File: src/rtl/sync_result_sink.sv
// Result sink: buffers valid/ready results in a small FIFO and shows them one at a time on 16 LEDs.
// Optional macro SYNC_RESULT_SINK_TAG_EN puts a 4-bit display sequence number on out[15:12].
`ifndef intN
`define intN 16
`endif

module sync_result_sink #(
  parameter int WIDTH     = `intN,
  parameter int DEPTH     = 4,
  parameter int HOLD_LOG2 = 26
) (
  input  logic             clk,
  input  logic             reset,
  input  logic             in_valid,
  output logic             in_ready,
  input  logic [WIDTH-1:0] in0,
  input  logic             step_mode,
  input  logic             advance,
  output logic [15:0]      out,
  output logic [3:0]       pending,
  output logic [7:0]       seen
);

  localparam int PTR_W = (DEPTH > 1) ? $clog2(DEPTH) : 1;
  localparam int CNT_W = $clog2(DEPTH + 1);

  typedef enum logic {SHOW, HOLD} state_t;

  state_t               state_reg, state_next;
  logic [HOLD_LOG2-1:0] hold_reg, hold_next;
  logic [PTR_W-1:0]     wr_ptr_reg, rd_ptr_reg;
  logic [CNT_W-1:0]     count_reg, count_next;
  logic [7:0]           seen_reg;
  logic [15:0]          out_reg, out_next;
  logic                 advance_q;
  logic [WIDTH-1:0]     mem [DEPTH];

  logic        push, pop, full, empty, adv_rise;
  logic [15:0] rd_ext;
  logic [4:0]  count_ext;

  assign full     = (count_reg == CNT_W'(DEPTH));
  assign empty    = (count_reg == '0);
  assign in_ready = !full;
  assign push     = in_valid && in_ready;
  assign adv_rise = advance && !advance_q;

  // Storage carries no reset so it can map onto distributed/block RAM.
  always_ff @(posedge clk) begin
    if (push) mem[wr_ptr_reg] <= in0;
  end

  generate
    if (WIDTH >= 16) begin : g_wide
      assign rd_ext = mem[rd_ptr_reg][15:0];
    end else begin : g_narrow
      assign rd_ext = {{(16 - WIDTH){1'b0}}, mem[rd_ptr_reg]};
    end
  endgenerate

  always_comb begin
    state_next = state_reg;
    hold_next  = hold_reg;
    pop        = 1'b0;
    case (state_reg)
      SHOW: begin
        if (!empty) begin
          if (!step_mode) begin
            pop        = 1'b1;
            hold_next  = '0;
            state_next = HOLD;
          end else if (adv_rise) begin
            pop = 1'b1;
          end
        end
      end
      HOLD: begin
        hold_next = hold_reg + HOLD_LOG2'(1);
        // Leaving as the counter reaches all-ones makes each auto display last 2^HOLD_LOG2 cycles.
        if (adv_rise || (hold_next == '1)) state_next = SHOW;
      end
      default: state_next = SHOW;
    endcase
  end

  always_comb begin
    count_next = count_reg;
    case ({push, pop})
      2'b10:   count_next = count_reg + CNT_W'(1);
      2'b01:   count_next = count_reg - CNT_W'(1);
      default: count_next = count_reg;
    endcase
  end

`ifdef SYNC_RESULT_SINK_TAG_EN
  logic [3:0] tag_reg;

  always_ff @(posedge clk or posedge reset) begin
    if (reset)    tag_reg <= 4'd0;
    else if (pop) tag_reg <= tag_reg + 4'd1;
  end

  assign out_next = pop ? {tag_reg, rd_ext[11:0]} : out_reg;
`else
  assign out_next = pop ? rd_ext : out_reg;
`endif

  always_ff @(posedge clk or posedge reset) begin
    if (reset) begin
      state_reg  <= SHOW;
      hold_reg   <= '0;
      wr_ptr_reg <= '0;
      rd_ptr_reg <= '0;
      count_reg  <= '0;
      seen_reg   <= 8'd0;
      out_reg    <= 16'd0;
      advance_q  <= 1'b0;
    end else begin
      state_reg <= state_next;
      hold_reg  <= hold_next;
      count_reg <= count_next;
      out_reg   <= out_next;
      advance_q <= advance;
      if (push) begin
        wr_ptr_reg <= wr_ptr_reg + PTR_W'(1);
        seen_reg   <= seen_reg + 8'd1;
      end
      if (pop) rd_ptr_reg <= rd_ptr_reg + PTR_W'(1);
    end
  end

  assign count_ext = 5'(count_reg);
  assign pending   = (count_ext > 5'd15) ? 4'd15 : count_ext[3:0];
  assign seen      = seen_reg;
  assign out       = out_reg;

endmodule

File: config.mk
export PLATFORM = sky130hd
export DESIGN_NAME = sync_result_sink
export DESIGN_NICKNAME = d
export VERILOG_FILES = /design/src/rtl/sync_result_sink.sv
export SDC_FILE = /design/constraint.sdc
export NUM_CORES = 1
export LEC_CHECK = 0
export CAP_MARGIN = 10
export CORE_ASPECT_RATIO = 0.7
export CORE_MARGIN = 2
export CORE_UTILIZATION = 39
export DETAILED_ROUTE_END_ITERATION = 8
export PLACE_DENSITY = 0.67
export SYNTH_ARGS = -nofsm -noshare
export SYNTH_HDL_FRONTEND = slang
export SYNTH_SLANG_ARGS = --single-unit
File: constraint.sdc
create_clock -name clk -period 5.9 [get_ports clk]
set_clock_uncertainty 0.2 [all_clocks]
set_input_delay 0.59 -clock clk [delete_from_list [all_inputs] [get_ports clk]]
set_output_delay 0.59 -clock clk [all_outputs]
set_load 0.03 [all_outputs]
==> metrics.yaml <==
status: "complete, no violations"
cts.sinks: 123
rows: 36
power.density_nw_per_um2: 473.9
dr.pass1.iters: 4
max_freq_mhz: 309.6
tritoncts: "done"
path_clk_slew_ps: 60
ys_warn_count: 0
critPathCaptureType: "flip-flop"
crit_path_start_kind: "primary input"
gr-usage-met3_pct: 5.000
routed_wl_mm: 10.18
core_um2: 13830
cts_setup_buffers: 0
ys_types: 58
slowest_delay_ps: 980
use_met2_pct: 21.48
area_growth_pct: 21.49
ys_ff_latch: 123
io_buffers: 48
syn-mean-instance-area_um2: 14.67
met1_usage_pct: 20.78
crit_fanout: 19
crit_type: "primary input to flip-flop"
vias: 3217
hold_ws_ps: 287.0
final_antenna_net_count: 0
clock_latency_ps: 410
grt_pass1_wl_mm: 16.78
diodes: 0
synth_nets: 405
drt_iter0_drc: 172
drive_gt1_share_pct: 19.86
grt_usage_pct: 14.61
min_path_type: "flip-flop to flip-flop"
ctsResizeCount: 0
crit_top_cell: "xor2_1"
vias_per_cell: 5.123
cellLeakagePower_nw: 2.535
critPathSlowestCell: "a211oi_4"
slew_headroom_pct: 16.88
drv_slew: 0
rsz0062_at_grt: "false"
yosysSeqAreaShare_pct: 61.77
fin_nets: 455
setup_tns_ps: 0
ios: 50
top_usage_layer: "met2"
grt_pass1_vias: 3177
drcViolationCount: 0
start_util_pct: 39.78
dp_hpwl_mm: 6.383
cp_data_arrival_time_ps: 3360
die_area_um2: 15090
synth_edf_count: 64
synthesis.area_um2: 5502
fin_ws_ps: 2670
ctsRootBufferMaster: "clkbuf_16"
grt_max_degree: 60
final-hold-violation-count: 0
place.gp.congestion: 0.7490
ys_async_sr_fraction_pct: 47.97
finalCritPeriodShare_pct: 54.75
dieWidth_um: 146.0
crit_chain: "clkdlybuf4s50_1, nand2b_1, a211oi_4, ha_1, inv_1, fa_1, xor2_1, nor2_1, xor2_1"
largest_register_ffs: 64
worst_pin_slew_ps: 1246
synthCells: 375
drv_cap: 0
wl_per_cell_um: 16.20
synth_ff_type: "edfxtp_1"
place_ws_ps: 2166
antenna_found_initial: 0
die_h_um: 103.4
required_ps: 6030
clk_path_buf_depth: 2
setup_viol: 0
peakVddDrop_uv: 321.9
hold_buffers: 0
cts_buffers: 17
min_period_ps: 3230
overflow: 0
cts.htree.levels: 4
through the flow:
step / cells / area (µm²) / power, mW / utilization, %
after global placement: 596 / 6133 / 2.218 / 44.35
final: 628 / 6684 / 3.168 / 48.34
after global routing: 628 / 6684 / 3.341 / 48.34
after floorplan: 375 / 5502 / 1.908 / -
after detailed placement: 596 / 6133 / 2.245 / 44.35
after CTS: 628 / 6684 / 3.211 / 48.34
power breakdown:
group / total [mW] / switching, mW / internal [mW]
clock: 0.953 / 0.366 / 0.587
combinational: 0.935 / 0.497 / 0.438
sequential: 1.28 / 0.154 / 1.13
critical path: cells and delay by family:
family,cells,cell delay [ps]
simple gates,2,220
buf+inv,2,550
compound gates,1,980
fa+ha+maj,2,720
xor+xnor,2,290
Yosys cell counts (3+ instances only):
library cell / count / area, µm²
ha_1: 8 / 100.1
xnor2_1: 18 / 157.7
and2_1: 4 / 25.02
mux2i_1: 3 / 30.03
nor3_1: 5 / 25.02
mux4_2: 16 / 360.4
nand4_2: 3 / 37.54
edfxtp_1: 64 / 1922
a21oi_1: 3 / 15.01
nand3_1: 12 / 60.06
mux2_2: 17 / 191.4
dfrtp_1: 59 / 1476
a22o_1: 18 / 157.7
nand2_1: 30 / 112.6
xor2_1: 14 / 122.6
nand4_1: 9 / 56.30
buf_2: 9 / 45.04
buf_4: 3 / 22.52
inv_1: 11 / 41.29
clkbuf_1: 5 / 18.77
nor2_1: 9 / 33.78
o21ai_0: 8 / 40.04
area by class of cell:
| class | instances | area (µm²) |
|---|---|---|
| Clock buffer | 23 | 490.5 |
| Clock inverter | 9 | 60.06 |
| Fill cell | 1200 | 7144 |
| Inverter | 11 | 41.29 |
| Multi-Input combinational cell | 221 | 1953 |
| Sequential cell | 123 | 3398 |
| Tap cell | 190 | 237.7 |
| Timing Repair Buffer | 51 | 503.0 |
final timing paths:
kind / from / to / slack (ps) / cells after the start
worst max-delay path: advance / count_reg[2]$_DFFE_PP0P_ / 2670 / 9
worst min-delay path: seen[7]$_DFFE_PP0P_ / seen[7]$_DFFE_PP0P_ / 290 / 1
worst max register to register: advance_q$_DFF_PP0_ / count_reg[2]$_DFFE_PP0P_ / 2900 / 8
worst min register to register: seen[7]$_DFFE_PP0P_ / seen[7]$_DFFE_PP0P_ / 290 / 1
max in group asynchronous: reset / out[15]$_DFFE_PP0P_ / 4430 / 3
min in group asynchronous: reset / seen[5]$_DFFE_PP0P_ / 530 / 3
cell usage in the layout, fill, tap and decap left out, types with 4 or more instances in the layout:
cell and count:
edfxtp_1 64, dfrtp_1 59, clkdlybuf4s50_1 48, nand2_1 30
clkbuf_16 19, xnor2_1 18, a22o_1 18, mux2_2 17
mux4_2 16, xor2_1 14, nand3_1 12, inv_1 10
nor2_1 9, nand4_1 9, o21ai_0 8, ha_1 8
nor3_1 5, and2_1 4, clkbuf_1 4
per-layer routing:
metal	routed length (µm)	part of all wire, %
met2	4615	45
met4	49	0.48
met1	5109	50
met3	401	3.9
met5	0	0
cell families after synthesis:
family                     Yosys count  synth area share (%)
AOI/OAI and AO/OA                   42                 5.868
xor gates and xnor gates            32                 5.094
adders and majority gates            9                 2.183
buffers and inverters               31                 2.729
DFF                                123                 61.77
muxes                               37                 10.85
other                                1               0.06816
and+or+nand+nor                    100                 11.44
(Power assumes the default switching activity.)
